===== config.mk =====
export PLATFORM = sky130hd
export DESIGN_NAME = fetch_unit_flat
export DESIGN_NICKNAME = d
export VERILOG_FILES = /design/src/rtl/fetch_unit_pkg.sv /design/src/rtl/fetch_unit_if.sv /design/src/rtl/fetch_queue.sv /design/src/rtl/fetch_unit.sv /design/src/flat_wrapper.sv
export SDC_FILE = /design/constraint.sdc
export NUM_CORES = 1
export LEC_CHECK = 0
export CORE_ASPECT_RATIO = 1.5
export CORE_UTILIZATION = 40
export CTS_BUF_LIST = sky130_fd_sc_hd__clkbuf_16
export DETAILED_ROUTE_END_ITERATION = 8
export SLEW_MARGIN = 0
export SYNTH_ARGS = -nofsm -noshare
export SYNTH_HDL_FRONTEND = slang
export SYNTH_HIERARCHICAL = 1
export SYNTH_SLANG_ARGS = --single-unit

===== constraint.sdc =====
create_clock -name clock -period 3.5 [get_ports clock]
set_clock_uncertainty 0.05 [all_clocks]
set_input_delay 0.35 -clock clock [delete_from_list [all_inputs] [get_ports clock]]
set_output_delay 0.35 -clock clock [all_outputs]
set_load 0.02 [all_outputs]

===== src/rtl/fetch_unit_pkg.sv =====
// rtl/fetch_unit_pkg.sv - shared constants and types for the instruction fetch unit
package fetch_unit_pkg;

  localparam logic [31:0] INST_NONE = 32'h0000_0000;
  localparam int unsigned PC_STEP   = 4;

  typedef enum logic {
    ST_RUN  = 1'b0,
    ST_HALT = 1'b1
  } fetch_state_e;

endpackage


===== src/rtl/fetch_unit_if.sv =====
// rtl/fetch_unit_if.sv - redirect, imem request/response and decoder stream bundle
interface fetch_unit_if #(
  parameter int XLEN = 32
) ();

  logic            redirect;
  logic [XLEN-1:0] redirect_pc;

  logic            imem_req_valid;
  logic            imem_req_ready;
  logic [XLEN-1:0] imem_req_addr;

  logic            imem_resp_valid;
  logic [31:0]     imem_resp_data;
  logic            imem_resp_error;

  logic            out_valid;
  logic            out_ready;
  logic [31:0]     out_inst;
  logic [XLEN-1:0] out_pc;
  logic            out_fault;

  modport master (
    input  redirect, redirect_pc,
    output imem_req_valid, imem_req_addr,
    input  imem_req_ready,
    input  imem_resp_valid, imem_resp_data, imem_resp_error,
    output out_valid, out_inst, out_pc, out_fault,
    input  out_ready
  );

  modport slave (
    output redirect, redirect_pc,
    input  imem_req_valid, imem_req_addr,
    output imem_req_ready,
    output imem_resp_valid, imem_resp_data, imem_resp_error,
    input  out_valid, out_inst, out_pc, out_fault,
    output out_ready
  );

endinterface


===== src/rtl/fetch_queue.sv =====
// rtl/fetch_queue.sv - 2-entry synchronous FIFO with flush, entry 0 is always the head
module fetch_queue #(
  parameter int WIDTH = 65
) (
  input  logic             clock,
  input  logic             reset,
  input  logic             flush,
  input  logic             push,
  input  logic [WIDTH-1:0] push_data,
  input  logic             pop,
  output logic [WIDTH-1:0] head_data,
  output logic [1:0]       count
);

  logic [WIDTH-1:0] ent0_q, ent0_d;
  logic [WIDTH-1:0] ent1_q, ent1_d;
  logic [1:0]       count_q, count_d;

  always_comb begin
    ent0_d  = ent0_q;
    ent1_d  = ent1_q;
    count_d = count_q;
    if (flush) begin
      count_d = 2'd0;
    end else begin
      if (pop && (count_q != 2'd0)) begin
        ent0_d  = ent1_q;
        count_d = count_q - 2'd1;
      end
      // count_d already reflects this cycle's pop, so a push into a full queue with a pop lands in entry 1
      if (push && (count_d != 2'd2)) begin
        if (count_d == 2'd0) ent0_d = push_data;
        else                 ent1_d = push_data;
        count_d = count_d + 2'd1;
      end
    end
  end

  always_ff @(posedge clock) begin
    if (reset) begin
      ent0_q  <= '0;
      ent1_q  <= '0;
      count_q <= 2'd0;
    end else begin
      ent0_q  <= ent0_d;
      ent1_q  <= ent1_d;
      count_q <= count_d;
    end
  end

  assign head_data = ent0_q;
  assign count     = count_q;

endmodule


===== src/rtl/fetch_unit.sv =====
// rtl/fetch_unit.sv - credit-limited instruction fetch with redirect drop accounting and fault halt
module fetch_unit
  import fetch_unit_pkg::*;
#(
  parameter int              XLEN     = 32,
  parameter logic [XLEN-1:0] RESET_PC = 32'h8000_0000
) (
  input  logic         clock,
  input  logic         reset,
  fetch_unit_if.master bus
);

  localparam int QW = 32 + XLEN + 1;

  fetch_state_e    state_q, state_d;
  logic [XLEN-1:0] fetch_pc_q, fetch_pc_d;
  logic [XLEN-1:0] resp_pc_q, resp_pc_d;
  logic [1:0]      outstanding_q, outstanding_d;
  logic [1:0]      drop_q, drop_d;
  logic            pend_fault_q, pend_fault_d;

  logic [1:0]      q_count;
  logic [QW-1:0]   q_head, q_push_data;
  logic            q_push, q_pop;
  logic            req_fire, resp_take, resp_live, misaligned;
  logic [1:0]      outstanding_acc;

  assign bus.imem_req_valid = !reset && (state_q == ST_RUN) && !bus.redirect &&
                              (({1'b0, q_count} + {1'b0, outstanding_q}) < 3'd2);
  assign bus.imem_req_addr  = fetch_pc_q;

  assign bus.out_valid = (q_count != 2'd0);
  assign bus.out_inst  = bus.out_valid ? q_head[QW-1 -: 32] : INST_NONE;
  assign bus.out_pc    = bus.out_valid ? q_head[XLEN:1] : '0;
  assign bus.out_fault = bus.out_valid && q_head[0];
  assign q_pop         = bus.out_valid && bus.out_ready;

  always_comb begin
    misaligned      = (bus.redirect_pc[1:0] != 2'b00);
    req_fire        = bus.imem_req_valid && bus.imem_req_ready;
    resp_take       = bus.imem_resp_valid && (outstanding_q != 2'd0);
    resp_live       = resp_take && (drop_q == 2'd0) && !bus.redirect;
    outstanding_acc = outstanding_q - {1'b0, resp_take};
    outstanding_d   = outstanding_acc + {1'b0, req_fire};

    fetch_pc_d   = fetch_pc_q;
    resp_pc_d    = resp_pc_q;
    drop_d       = drop_q;
    state_d      = state_q;
    pend_fault_d = pend_fault_q;
    q_push       = 1'b0;
    q_push_data  = '0;

    if (req_fire) fetch_pc_d = fetch_pc_q + XLEN'(PC_STEP);

    if (bus.redirect) begin
      // Everything still in flight belongs to the old stream, including a response arriving now
      drop_d       = outstanding_acc;
      fetch_pc_d   = bus.redirect_pc;
      resp_pc_d    = bus.redirect_pc;
      state_d      = misaligned ? ST_HALT : ST_RUN;
      pend_fault_d = misaligned;
    end else if (pend_fault_q && (drop_q == 2'd0)) begin
      q_push       = 1'b1;
      q_push_data  = {INST_NONE, resp_pc_q, 1'b1};
      pend_fault_d = 1'b0;
      state_d      = ST_HALT;
    end else begin
      if (resp_take && (drop_q != 2'd0)) drop_d = drop_q - 2'd1;
      if (resp_live) begin
        q_push      = 1'b1;
        q_push_data = {bus.imem_resp_error ? INST_NONE : bus.imem_resp_data,
                       resp_pc_q, bus.imem_resp_error};
        resp_pc_d   = resp_pc_q + XLEN'(PC_STEP);
        if (bus.imem_resp_error) state_d = ST_HALT;
      end
    end
  end

  always_ff @(posedge clock) begin
    if (reset) begin
      state_q       <= ST_RUN;
      fetch_pc_q    <= RESET_PC;
      resp_pc_q     <= RESET_PC;
      outstanding_q <= 2'd0;
      drop_q        <= 2'd0;
      pend_fault_q  <= 1'b0;
    end else begin
      assert (!(bus.imem_resp_valid && (outstanding_q == 2'd0)));
      state_q       <= state_d;
      fetch_pc_q    <= fetch_pc_d;
      resp_pc_q     <= resp_pc_d;
      outstanding_q <= outstanding_d;
      drop_q        <= drop_d;
      pend_fault_q  <= pend_fault_d;
    end
  end

  fetch_queue #(.WIDTH(QW)) u_queue (
    .clock     (clock),
    .reset     (reset),
    .flush     (bus.redirect),
    .push      (q_push),
    .push_data (q_push_data),
    .pop       (q_pop),
    .head_data (q_head),
    .count     (q_count)
  );

endmodule


===== src/flat_wrapper.sv =====
// flat-port wrapper written by rule: the top's interface ports become plain ports
module fetch_unit_flat import fetch_unit_pkg::*;
#(
  parameter int              XLEN     = 32,
  parameter logic [XLEN-1:0] RESET_PC = 32'h8000_0000
)
  (clock, reset, bus_redirect, bus_redirect_pc, bus_imem_req_valid, bus_imem_req_addr, bus_imem_req_ready, bus_imem_resp_valid, bus_imem_resp_data, bus_imem_resp_error, bus_out_valid, bus_out_inst, bus_out_pc, bus_out_fault, bus_out_ready);
  fetch_unit_if #(.XLEN(XLEN)) bus_i ();
  input  logic clock;
  input  logic reset;
  input wire logic [$bits(bus_i.redirect)-1:0] bus_redirect;
  input wire logic [$bits(bus_i.redirect_pc)-1:0] bus_redirect_pc;
  output wire logic [$bits(bus_i.imem_req_valid)-1:0] bus_imem_req_valid;
  output wire logic [$bits(bus_i.imem_req_addr)-1:0] bus_imem_req_addr;
  input wire logic [$bits(bus_i.imem_req_ready)-1:0] bus_imem_req_ready;
  input wire logic [$bits(bus_i.imem_resp_valid)-1:0] bus_imem_resp_valid;
  input wire logic [$bits(bus_i.imem_resp_data)-1:0] bus_imem_resp_data;
  input wire logic [$bits(bus_i.imem_resp_error)-1:0] bus_imem_resp_error;
  output wire logic [$bits(bus_i.out_valid)-1:0] bus_out_valid;
  output wire logic [$bits(bus_i.out_inst)-1:0] bus_out_inst;
  output wire logic [$bits(bus_i.out_pc)-1:0] bus_out_pc;
  output wire logic [$bits(bus_i.out_fault)-1:0] bus_out_fault;
  input wire logic [$bits(bus_i.out_ready)-1:0] bus_out_ready;
  assign bus_i.redirect = bus_redirect;
  assign bus_i.redirect_pc = bus_redirect_pc;
  assign bus_imem_req_valid = bus_i.imem_req_valid;
  assign bus_imem_req_addr = bus_i.imem_req_addr;
  assign bus_i.imem_req_ready = bus_imem_req_ready;
  assign bus_i.imem_resp_valid = bus_imem_resp_valid;
  assign bus_i.imem_resp_data = bus_imem_resp_data;
  assign bus_i.imem_resp_error = bus_imem_resp_error;
  assign bus_out_valid = bus_i.out_valid;
  assign bus_out_inst = bus_i.out_inst;
  assign bus_out_pc = bus_i.out_pc;
  assign bus_out_fault = bus_i.out_fault;
  assign bus_i.out_ready = bus_out_ready;
  fetch_unit #(.XLEN(XLEN), .RESET_PC(RESET_PC)) u_core (.clock(clock), .reset(reset), .bus(bus_i));
endmodule

---- Word level (Yosys, flattened, before mapping) ----
Index checks and enable logic that the tools add are counted.
cells by class
  add/sub/neg operators ................... 8
  multiply operators ...................... 0
  div/mod/pow operators ................... 0
  magnitude comparators ................... 1
  eq/ne operators ......................... 2
  shift-type cells ........................ 0
  mux-type cells .......................... 29
  bitwise gates (word level) .............. 3
  reductions and logical operators ........ 32
operators by type and width
  cell                     count
  $mux W65                 5
  $mux W32                 8
  $add A32 B3 Y32 const B  2
  $reduce_bool A2 Y1       8
  $logic_and A1 B1 Y1      13
  $mux W2                  6
  $mux W1                  10
  $reduce_and A2 Y1        3
  $reduce_bool A3 Y1       2
  $logic_not A2 Y1         2
  $ne A2 B2 Y1 const B     2
  $sub A2 B1 Y2 const B    2
  $add A2 B2 Y3            1
  $lt A3 B2 Y1 const B     1
  $not A1 Y1               3
  $reduce_and A3 Y1        1
  $add A2 B1 Y2            1
  $add A2 B1 Y2 const B    1
  $logic_not A1 Y1         2
  $reduce_or A2 Y1         1
  $sub A2 B1 Y2            1
word-level totals
  bits in registers ....................... 202
  bits in latches ......................... 0
  memory bits (writable) .................. 0
  ROM bits ................................ 0
  bits of input ports ..................... 71
  word-level logic and storage cells ...... 84
  memories ................................ 0

---- Logic depth before layout (Yosys ltp) ----
  depth after elaboration ................. 9
  depth in mapped cells ................... 15
  mapped depth without buffers ............ 9

---- By module ----
The synthesis kept the hierarchy.
modules (own cells, without submodules)
  module       times used  cells each  area each (µm²)
  fetch_queue  1           753         5945.7
  fetch_unit   1           592         4670.7

---- Worst setup path after synthesis ----
Ideal clock, no wire load.
  kind .................................... register -> register
  start ................................... register u_core.u_queue.count_q[0], in the netlist u_core/u_queue/count[0]
  end ..................................... register u_core.u_queue.ent0_q[10], in the netlist u_core/u_queue/head_data[10]
  arrival ................................. 2.961 ns
  slack ................................... 0.372 ns
  cell stages (with the launch flop) ...... 16
  clock period less this slack ............ 3.128 ns
  path through ............................ dfxtp_1 -> or2_2 -> clkbuf_1 -> and2_1 -> nand2b_1 -> buf_2 -> buf_2 -> mux2i_1 -> ha_1 -> nand2b_1 -> buf_4 -> buf_2 -> buf_2 -> clkbuf_1 -> o22ai_1 -> a32o_1
between the ends
  longest elaborated chain between the ends .. 8
ends and longest elaborated chain
  element                                                  RTL line                              text
  start, declared                                          fetch_queue.sv:17                     logic [1:0] count_q, count_d;
  start signal, assigned                                   fetch_queue.sv:47                     count_q <= count_d;
  $reduce_bool A2 Y1 *                                     fetch_unit.sv:32                      assign bus.out_valid = (q_count != 2'd0);
  $logic_and A1 B1 Y1 *                                    fetch_unit.sv:36                      assign q_pop = bus.out_valid && bus.out_ready;
  named net u_core.q_pop                                   fetch_unit.sv:24                      logic q_push, q_pop;
  $logic_and A1 B1 Y1 *                                    fetch_queue.sv:26                     if (pop && (count_q != 2'd0)) begin
  $mux W2                                                  fetch_queue.sv:26
  $mux W2                                                  fetch_queue.sv:23                     if (flush) begin
  $logic_not A2 Y1 / $ne A2 B2 Y1 (equally long branches)  fetch_queue.sv:32, fetch_queue.sv:31
  $mux W65 / $logic_and A1 B1 Y1 (equally long branches)   fetch_queue.sv:32, fetch_queue.sv:31
  $mux W65 *                                               fetch_queue.sv:31                     if (push && (count_d != 2'd2)) begin
  end signal, assigned                                     fetch_queue.sv:45                     ent0_q <= ent0_d;
  end, declared                                            fetch_queue.sv:15                     logic [WIDTH-1:0] ent0_q, ent0_d;
Mark *: on every way through the listed nets, which the timed path passes. The rest lies on a longest branch. The select of a mux whose other input is x is not followed.
A chain may end at the register's enable or synchronous reset.

---- Final worst setup path ----
  start ................................... register u_core.u_queue.count_q[0], in the netlist u_core/u_queue/count[0]
  end ..................................... output bus_imem_req_valid
between the ends
  longest elaborated chain between the ends .. 3
ends and longest elaborated chain
  element              RTL line            text
  $add A2 B2 Y3        fetch_unit.sv:29    (({1'b0, q_count} + {1'b0, outstanding_q}) < 3'd2);
  $lt A3 B2 Y1         fetch_unit.sv:29
  $logic_and A1 B1 Y1  fetch_unit.sv:28    assign bus.imem_req_valid = !reset && (state_q == ST_RUN) && !bus.redirect &&
  end, declared        flat_wrapper.sv:13  output wire logic [$bits(bus_i.imem_req_valid)-1:0] bus_imem_req_valid;
No other way between the ends.

==> reports/results.ini <==
[clocking]
cts_sinks = 202
cts_buffer_depth = 3
postCtsHoldBufs = 0
root_buffer = clkbuf_16
htreeDepth = 1
cts_resized = 0
cts_tree = built
path_clk_slew_ns = 0.06
insertion_delay_ns = 0.49
postCtsSetupRepairBufs = 0
numCtsBuffers = 21

[worst_setup_path]
startpoint_type = flip-flop
path_class = flip-flop to primary output
worstPathRequired_ns = 3.10
critPathArrivalTime_ns = 2.65
rrSetupSlack_ns = 0.71
end_kind = primary output
crit_family = buffers and inverters
r2r-start = u_core/u_queue/count[0]
crit_chain = and2_1 > fa_1 > nor4_1 > clkdlybuf4s50_1
critical_path.max_stage_delay_ns = 0.68
r2r_cells = 8
worstReg2RegEnd = u_core/bus.imem_req_addr[22]
worst-path-max-fanout = 6
cpMaxStageDelayCell = clkdlybuf4s50_1
crit_buf_inv = 1

[sta]
worst_slew_pin_slew_ns = 0.829
max_freq_ghz = 0.328
rsz0062_at_grt = false
setup_tns_ns = 0
hold_violations = 0
layout_setup_ws_ns = 0.447
relSlewSlack = 0.447
setup_viol_count_final = 0
slew_violations = 0
period_needed_ns = 3.05
fin_crit_sh = 0.872

[final_layout]
final_net_count = 1522
area_delta_synth_final_pct = 23.8
n_fill_cell = 2604
multi_input_area_um2 = 5990
layout.area.seq_um2 = 4040
layout-drive-gt1-share = 0.0522

[synth]
synth-edff-count = 0
ys_warn_count = 6
syn-num-nets = 1424
synth_seq_cells = 202
syn-instance-count = 1345
syn_area_um2 = 10600
avgSynthCellArea_um2 = 7.89
synthDistinctLibCells = 58
async_reset_ff_frac = 0
synthFlopType = dfxtp_1
ys_seq_area_frac = 0.381

[detailed_routing]
drt_wl_total_um = 30000
routed_via_density = 5.50
vias = 9847
first_iter_violations = 593
drc_errors = 0
ant_nets = 0
wl_per_cell_um = 16.8
first_pass_iters = 4

[worst_hold_path]
hp-start = bus_redirect
min_to = u_core/bus.imem_req_addr[15]
holdPathStages = 3
hp-class = input port to flip-flop

[floorplan]
die_h_um = 202
start_util = 0.409
num_io_pins = 170
fp.dieW_um = 135
dieArea_um2 = 27200
row_count = 72
fp.coreArea_um2 = 25900

[place]
gp_congestion = 0.846
io_buffer_count = 169
hpwl_um = 18800
post-place-ws_ns = 0.639

[power_and_ir_drop]
power_density_nw_per_um2 = 442
vdd_drop_max_uv = 313
p_total_mw = 5.81
p_leak_nw = 4.80

[status]
outcome = finished clean

[grt]
grt_pass1_vias = 9686
grt_overflow_total = 0
grt_max_degree = 75
grt_pass1_wl_um = 48900
antenna_found_initial = 0
grtUsageTotal = 0.220

[job]
maxCapViolations = 0

==> cells by family (layout without fill, tap and decap cells) <==
logic type / after synthesis / after routing / synth area share
AND/OR/NAND/NOR: 625 / 625 / 0.303
other: 0 / 1 / 0
flip-flops: 202 / 202 / 0.381
AO/OA/AOI/OAI: 303 / 303 / 0.195
XOR/XNOR: 53 / 53 / 0.0437
adder cells (fa/ha/maj): 8 / 8 / 0.0101
buffers and inverters: 148 / 258 / 0.0608
multiplexers: 6 / 6 / 0.00578
==> metrics by stage <==
| step | hold slack (ns) | util | instances | cell area (um^2) |
|---|---|---|---|---|
| after floorplan | 0.377 | - | 1345 | 10600 |
| after global placement | 0.391 | 0.481 | 1753 | 12500 |
| after detailed placement | 0.397 | 0.481 | 1753 | 12500 |
| after CTS | 0.338 | 0.507 | 1788 | 13100 |
| after global routing | 0.354 | 0.507 | 1788 | 13100 |
| final | 0.352 | 0.507 | 1789 | 13100 |
==> worst max path at each step <==
stage | from | to | depth (start not counted)
global placement | bus_imem_resp_valid | u_core/u_queue/ent1_q[36] | 10
finish | u_core/u_queue/count[0] | bus_imem_req_valid | 4
global route | u_core/u_queue/count[0] | bus_imem_req_valid | 4
detailed placement | bus_imem_resp_valid | u_core/u_queue/ent1_q[41] | 10
CTS | u_core/u_queue/count[0] | bus_imem_req_valid | 4
floorplan | u_core/u_queue/count[0] | u_core/u_queue/head_data[10] | 15
==> cells in the mapped netlist, types with 6 or more instances <==
library cell	number	area, um^2
dfxtp_1	202	4040
nand2_1	161	604
nor2_1	152	571
and2_1	134	838
a21oi_1	113	566
clkbuf_1	79	297
or3_1	69	432
a32o_1	65	651
o22ai_1	65	407
a21boi_0	37	278
xor2_1	35	307
inv_1	31	116
nand4_1	25	156
buf_2	18	90.1
nand3_1	18	90.1
xnor2_1	18	158
and3_1	14	87.6
buf_1	8	30.0
nor3_1	8	40.0
ha_1	7	87.6
nor4_1	7	43.8
buf_4	6	45.0
buf_6	6	67.6
==> sequential cells by signal (all words and copies together) (netlist names) <==
| register | cells |
|---|---|
| u_core/resp_pc_q | 32 |
| u_core/u_queue/ent1_q | 65 |
| u_core/drop_q | 2 |
| u_core/u_queue/head_data | 65 |
| u_core/u_queue/count | 2 |
| u_core/state_q | 1 |
| u_core/pend_fault_q | 1 |
| u_core/bus.imem_req_addr | 32 |
| u_core/outstanding_q | 2 |
==> power breakdown <==
part	internal (mW)	switching, mW	total (mW)
Clock	1.30	0.909	2.21
Combinational	0.494	0.541	1.04
Sequential	2.43	0.130	2.56
Total	4.23	1.58	5.81
==> layer usage <==
layer  vias to the layer above  track usage  wire length, um
met4                         0       0.0650              673
met2                       257        0.392            15000
met1                      4666        0.276            12900
met5                         -            0                0
li1                       4881            -                -
met3                        43       0.0207             1440
==> cells in the final DEF, fill, tap and decap left out, drive strengths merged, types with 10 or more instances in the layout <==
master,n
nand2,161
and2,135
xnor2,18
o22ai,65
nor3,10
a21boi,37
inv,36
clkbuf,21
dfxtp,202
and3,16
nand4,28
clkdlybuf4s50,167
nor2,152
nand3,19
a32o,65
a21oi,114
buf,25
xor2,35
or3,69
==> tightest hold or removal path, cell delays in order <==
cell and delay (ns):
buf_2 0.30, nand2_1 0.14, a21oi_1 0.05
==> cell type report <==
| type | count | share of cell area |
|---|---|---|
| antenna | 1 | 0.000190 |
| multi-input combinational | 995 | 0.455 |
| tap | 333 | 0.0317 |
| timing repair buffer | 192 | 0.146 |
| sequential | 202 | 0.308 |
| clock buffer | 21 | 0.0400 |
| inverter | 31 | 0.00885 |
| clock inverter | 14 | 0.0103 |
(Power assumes the default switching activity.)
